--- config.mk ---
export PLATFORM = sky130hd
export DESIGN_NAME = vpu_ialu_seq
export DESIGN_NICKNAME = d
export VERILOG_FILES = /design/src/rtl/vpu_ialu_seq.sv
export SDC_FILE = /design/constraint.sdc
export NUM_CORES = 1
export LEC_CHECK = 0
export ABC_AREA = 1
export CORE_AREA = 2 2 194 196
export CTS_BUF_LIST = sky130_fd_sc_hd__clkbuf_4 sky130_fd_sc_hd__clkbuf_8 sky130_fd_sc_hd__clkbuf_16
export CTS_CLUSTER_SIZE = 25
export DETAILED_ROUTE_END_ITERATION = 8
export DIE_AREA = 0 0 196 198
export PLACE_DENSITY = 0.84
export SLEW_MARGIN = 20
export SYNTH_ARGS = -nofsm -noshare
export SYNTH_HDL_FRONTEND = slang
export SYNTH_SLANG_ARGS = --single-unit
--- constraint.sdc ---
create_clock -name clk -period 5.7 [get_ports clk]
set_clock_uncertainty 0.15 [all_clocks]
set_input_delay 1.14 -clock clk [delete_from_list [all_inputs] [get_ports clk]]
set_output_delay 1.14 -clock clk [all_outputs]
set_load 0.005 [all_outputs]
--- src/rtl/vpu_ialu_seq.sv ---
// vpu_ialu_seq: element-serial sequencer for one shared 16-bit integer ALU lane.
// Feeds one element pair per cycle and returns packed results plus a flag mask.
module vpu_ialu_seq #(
  parameter int VLEN = 8,
  parameter int IW   = 4
) (
  input  logic                 clk,
  input  logic                 rst_n,
  input  logic                 flush,
  input  logic                 req_valid,
  output logic                 req_ready,
  input  logic [3:0]           req_op,
  input  logic [IW:0]          req_vl,
  input  logic                 req_scalar,
  input  logic [15:0]          req_sdata,
  input  logic [VLEN*16-1:0]   req_src1,
  input  logic [VLEN*16-1:0]   req_src2,
  output logic [15:0]          alu_ds1,
  output logic [15:0]          alu_ds2,
  output logic [15:0]          alu_rs,
  output logic                 alu_vec_en,
  output logic                 alu_enable,
  output logic [10:0]          alu_sel,
  input  logic [15:0]          alu_rd,
  input  logic                 alu_gt,
  input  logic                 alu_eq,
  output logic                 resp_valid,
  input  logic                 resp_ready,
  output logic [VLEN*16-1:0]   resp_data,
  output logic [VLEN-1:0]      resp_mask,
  output logic                 resp_err
);

  localparam int AW = (VLEN > 1) ? $clog2(VLEN) : 1;
  localparam logic [IW:0] VMAX = (IW+1)'(VLEN);
  localparam logic [IW:0] ONE  = (IW+1)'(1);
  localparam logic [3:0] OP_PASS = 4'd0;
  localparam logic [3:0] OP_CMP  = 4'd11;

  typedef enum logic [1:0] {IDLE, RUN, DONE} state_t;

  state_t state, state_nx;

  logic [3:0]             op_q;
  logic                   scalar_q;
  logic [15:0]            sdata_q;
  logic [VLEN-1:0][15:0]  src1_q;
  logic [VLEN-1:0][15:0]  src2_q;
  logic [VLEN-1:0][15:0]  res_q;
  logic [VLEN-1:0]        mask_q;
  logic [IW:0]            vl_q;
  logic [IW-1:0]          idx_q;
  logic                   err_q;

  logic           accept;
  logic           illegal;
  logic           last;
  logic           run;
  logic           done;
  logic [IW:0]    vl_eff;
  logic [AW-1:0]  ei;

  assign illegal = req_op > OP_CMP;
  assign vl_eff  = (req_vl > VMAX) ? VMAX : req_vl;
  assign accept  = req_valid && (state == IDLE) && !flush;
  assign ei      = idx_q[AW-1:0];
  assign last    = {1'b0, idx_q} == (vl_q - ONE);

  always_ff @(posedge clk or negedge rst_n) begin
    if (!rst_n) state <= IDLE;
    else        state <= state_nx;
  end

  // flush outranks both accept and the response handshake
  always_comb begin
    state_nx = state;
    priority case (1'b1)
      flush: state_nx = IDLE;
      state == IDLE: begin
        if (req_valid)
          state_nx = (illegal || vl_eff == '0) ? DONE : RUN;
      end
      state == RUN:  if (last) state_nx = DONE;
      state == DONE: if (resp_ready) state_nx = IDLE;
      default: state_nx = IDLE;
    endcase
  end

  always_ff @(posedge clk or negedge rst_n) begin
    if (!rst_n) begin
      op_q     <= '0;
      scalar_q <= 1'b0;
      sdata_q  <= '0;
      src1_q   <= '0;
      src2_q   <= '0;
      res_q    <= '0;
      mask_q   <= '0;
      vl_q     <= '0;
      idx_q    <= '0;
      err_q    <= 1'b0;
    end else if (flush) begin
      op_q     <= '0;
      scalar_q <= 1'b0;
      sdata_q  <= '0;
      src1_q   <= '0;
      src2_q   <= '0;
      res_q    <= '0;
      mask_q   <= '0;
      vl_q     <= '0;
      idx_q    <= '0;
      err_q    <= 1'b0;
    end else if (accept) begin
      op_q     <= req_op;
      scalar_q <= req_scalar;
      sdata_q  <= req_sdata;
      src1_q   <= req_src1;
      src2_q   <= req_src2;
      res_q    <= '0;
      mask_q   <= '0;
      vl_q     <= vl_eff;
      idx_q    <= '0;
      err_q    <= illegal;
    end else if (state == RUN) begin
      res_q[ei]  <= (op_q == OP_CMP) ? 16'h0 : alu_rd;
      mask_q[ei] <= (op_q == OP_CMP) ? alu_gt : alu_eq;
      idx_q      <= idx_q + IW'(1);
    end
  end

  // outputs are forced low while reset is held
  assign run  = rst_n && (state == RUN);
  assign done = rst_n && (state == DONE);

  always_comb begin
    alu_ds1    = '0;
    alu_ds2    = '0;
    alu_rs     = '0;
    alu_vec_en = 1'b0;
    alu_enable = rst_n;
    alu_sel    = '0;
    if (run) begin
      alu_ds1    = src1_q[ei];
      alu_vec_en = !scalar_q;
      alu_ds2    = scalar_q ? sdata_q : 16'h0;
      alu_rs     = scalar_q ? 16'h0 : src2_q[ei];
      alu_enable = op_q != OP_PASS;
      unique case (op_q)
        4'd1:    alu_sel = 11'b000_0000_0010;
        4'd2:    alu_sel = 11'b000_0000_0100;
        4'd3:    alu_sel = 11'b000_0000_1000;
        4'd4:    alu_sel = 11'b000_0001_0000;
        4'd5:    alu_sel = 11'b000_0010_0000;
        4'd6:    alu_sel = 11'b000_0100_0000;
        4'd7:    alu_sel = 11'b000_1000_0000;
        4'd8:    alu_sel = 11'b001_0000_0000;
        4'd9:    alu_sel = 11'b010_0000_0000;
        4'd10:   alu_sel = 11'b100_0000_0000;
        default: alu_sel = '0;
      endcase
    end
  end

  assign req_ready  = rst_n && (state == IDLE);
  assign resp_valid = done;
  assign resp_data  = done ? res_q : '0;
  assign resp_mask  = done ? mask_q : '0;
  assign resp_err   = done && err_q;

endmodule
==> results.yml <==
status:
  outcome: "complete, no violations"
worst_setup_path:
  path_max_fanout: 12
  crit_required_ns: 4.41
  startpoint_type: "register"
  crit_arrival_ns: 3.49
  rrSetupSlack_ns: 2.45
  reg2reg_depth: 6
  r2r-end: "res_q[102]"
  rr_startpoint: "idx_q[1]"
  critPathCaptureType: "output port"
  worstSetupPathType: "reg -> out"
  cp_slowest_cell: "nor2_2"
  cp_slowest_stage_delay_ns: 0.64
  crit_chain: "nand2_1, nor2_2, inv_1, o22ai_1, nor2_1, a21oi_1, clkdlybuf4s50_1"
sta:
  period_minus_slack_ns: 4.78
  rsz0062_at_grt: "false"
  setup_slack_ns: 0.917
  slew_headroom: 0.228
  final_hold_viol_count: 0
  tightest_slew_ns: 1.16
  finalSetupViolations: 0
  fmax_mhz: 209
  setup_tns_ns: 0
  fin_crit_sh: 0.839
  maxSlewViolCount: 0
pwr:
  power.density_nw_per_um2: 329
  switching_share: 0.314
  total_power_mw: 8.55
  p_leak_nw: 11.2
  clkPwrFrac: 0.356
  seq_power_share: 0.419
  p_int_mw: 5.87
  p_sw_mw: 2.68
  peakVddDrop_v: 0.000200
  pwr-share-comb: 0.226
synthesis:
  synth_area_leaders: "dfrtp_1, nand3_1, inv_1, o22ai_1, o21ai_0"
  synth_area_per_cell_um2: 8.47
  ys_seq_area_frac: 0.552
  synthCells: 2273
  synth-seq-cells: 425
  synth.cell_area_um2: 19300
  synth.top_cell.area_share: 0.552
  syn_nets: 2580
  synth.largest_area_cell: "dfrtp_1"
  ys_types: 32
  yosysWarnings: 0
floorplan:
  die_w_um: 196
  fp-row-count: 71
  die_y_um: 198
  ios: 505
  start_util: 0.521
  die-area_um2: 38800
  core_um2: 37000
routing:
  vias_per_cell: 5.82
  num_vias: 18700
  first_iter_violations: 1916
  drcViolationCount: 0
  final_antenna_net_count: 0
  drt-total-wl_mm: 69.0
  drt_pass1_iterations: 8
  wl_per_cell_um: 21.5
clock_network:
  cts_tree: "built"
  clock-root-buffer: "clkbuf_16"
  post_cts_resized: 0
  cts_buffers: 44
  insertion_delay_ns: 0.53
  clkTransAtPathRegs_ns: 0.06
  clock_sinks: 425
  cts_max_level: 2
  ctsHoldBuffers: 0
  clk_path_buf_depth: 3
  post-cts-setup-buffer-count: 0
placed_design:
  dp_slack_ns: 1.08
  hpwl_mm: 48.5
  port-buffer-count: 503
  placed_cell_area_um2: 24400
  routabilityCongestion: 0.911
grt:
  first_global_vias: 18300
  grt_pass1_wl_mm: 103
  grtUsageTotal: 0.349
  grt_start_max_net_pins: 284
  grt.overflow.total: 0
  antenna_found_initial: 19
finish:
  final_util: 0.704
  drive_gt1_frac: 0.0530
  layout_commonest_cell: "clkdlybuf4s50_1"
  num-nets-final: 2994
  fin_area_um2: 26000
  area_delta_synth_final_pct: 35.0
  final_cell_mix: "clkdlybuf4s50_1, dfrtp_1, inv_1"
run:
  maxCapViolations: 0
min_path:
  hold_class: "in -> async"
-- layer usage --
layer	vias to the layer above	track usage	wire length, um
met5	-	0	75
met4	10	0.208	3990
met3	194	0.0855	6680
met2	1092	0.566	32700
met1	9052	0.426	25500
li1	8310	-	-
-- stage by stage --
step                cells  hold slack [ns]
finish               3205            0.262
global route         3200            0.257
CTS                  3191            0.253
detailed placement   3114            0.316
global placement     3114            0.312
floorplan            2273            0.299
-- sequential cells by signal (all words and copies together), names as in the netlist --
name,count
err_q,1
idx_q,4
mask_q,8
op_q,4
res_q,128
scalar_q,1
sdata_q,16
src1_q,128
src2_q,128
state,2
vl_q,5
-- synthesized netlist by cell type (all sizes together) --
master,count
a21oi,36
o2111ai,2
nand3,290
o21a,2
clkbuf,86
o22ai,212
conb,1
inv,374
a22oi,16
nand2,274
nand3b,16
nand4,10
o31a,3
nor3,8
o31ai,1
o21ai,203
a41oi,1
dfrtp,425
ha,2
nor2,226
a31oi,16
buf,69
-- logic make-up after synthesis --
logic type	Yosys count	synth area share
DFF	425	0.552
adders and majority gates	2	0.00130
buffers and inverters	529	0.109
and+or+nand+nor	824	0.191
AOI/OAI and AO/OA	492	0.147
other	1	0.000195
-- power groups by stage --
stage | clock network [mW] | registers [mW] | logic [mW]
floorplan | 0 | 3.57 | 1.16
global placement | 0 | 3.61 | 1.83
detailed placement | 0 | 3.63 | 1.89
CTS | 3.05 | 3.57 | 1.90
global route | 3.18 | 3.61 | 2.11
finish | 3.04 | 3.58 | 1.93
-- worst max-delay path, delay by kind of cell, from the launching register on --
kind	cells	cell delay (ns)
AOI/OAI and AO/OA	2	0.52
buffers and inverters	2	1.00
and+or+nand+nor	3	0.91
DFF	1	0.52
-- worst max path at each step --
stage,from,endpoint,slack (ns)
2_1_floorplan,rst_n,resp_data[104],2.34
3_3_place_gp,rst_n,resp_mask[6],1.21
3_5_place_dp,rst_n,resp_data[96],1.08
4_1_cts,idx_q[1],alu_ds1[6],0.95
5_1_grt,idx_q[1],alu_ds1[6],0.78
6_report,idx_q[1],alu_ds1[2],0.92
-- final cells by class --
cell class	count	area (um2)
sequential	425	10600
inverter	374	1420
tap	474	593
multi-input combinational	1319	6530
fill	2824	11000
antenna	13	32.5
clock inverter	10	154
clock buffer	67	1380
timing repair buffer	523	5260
Power figures use the tool's default switching activity.
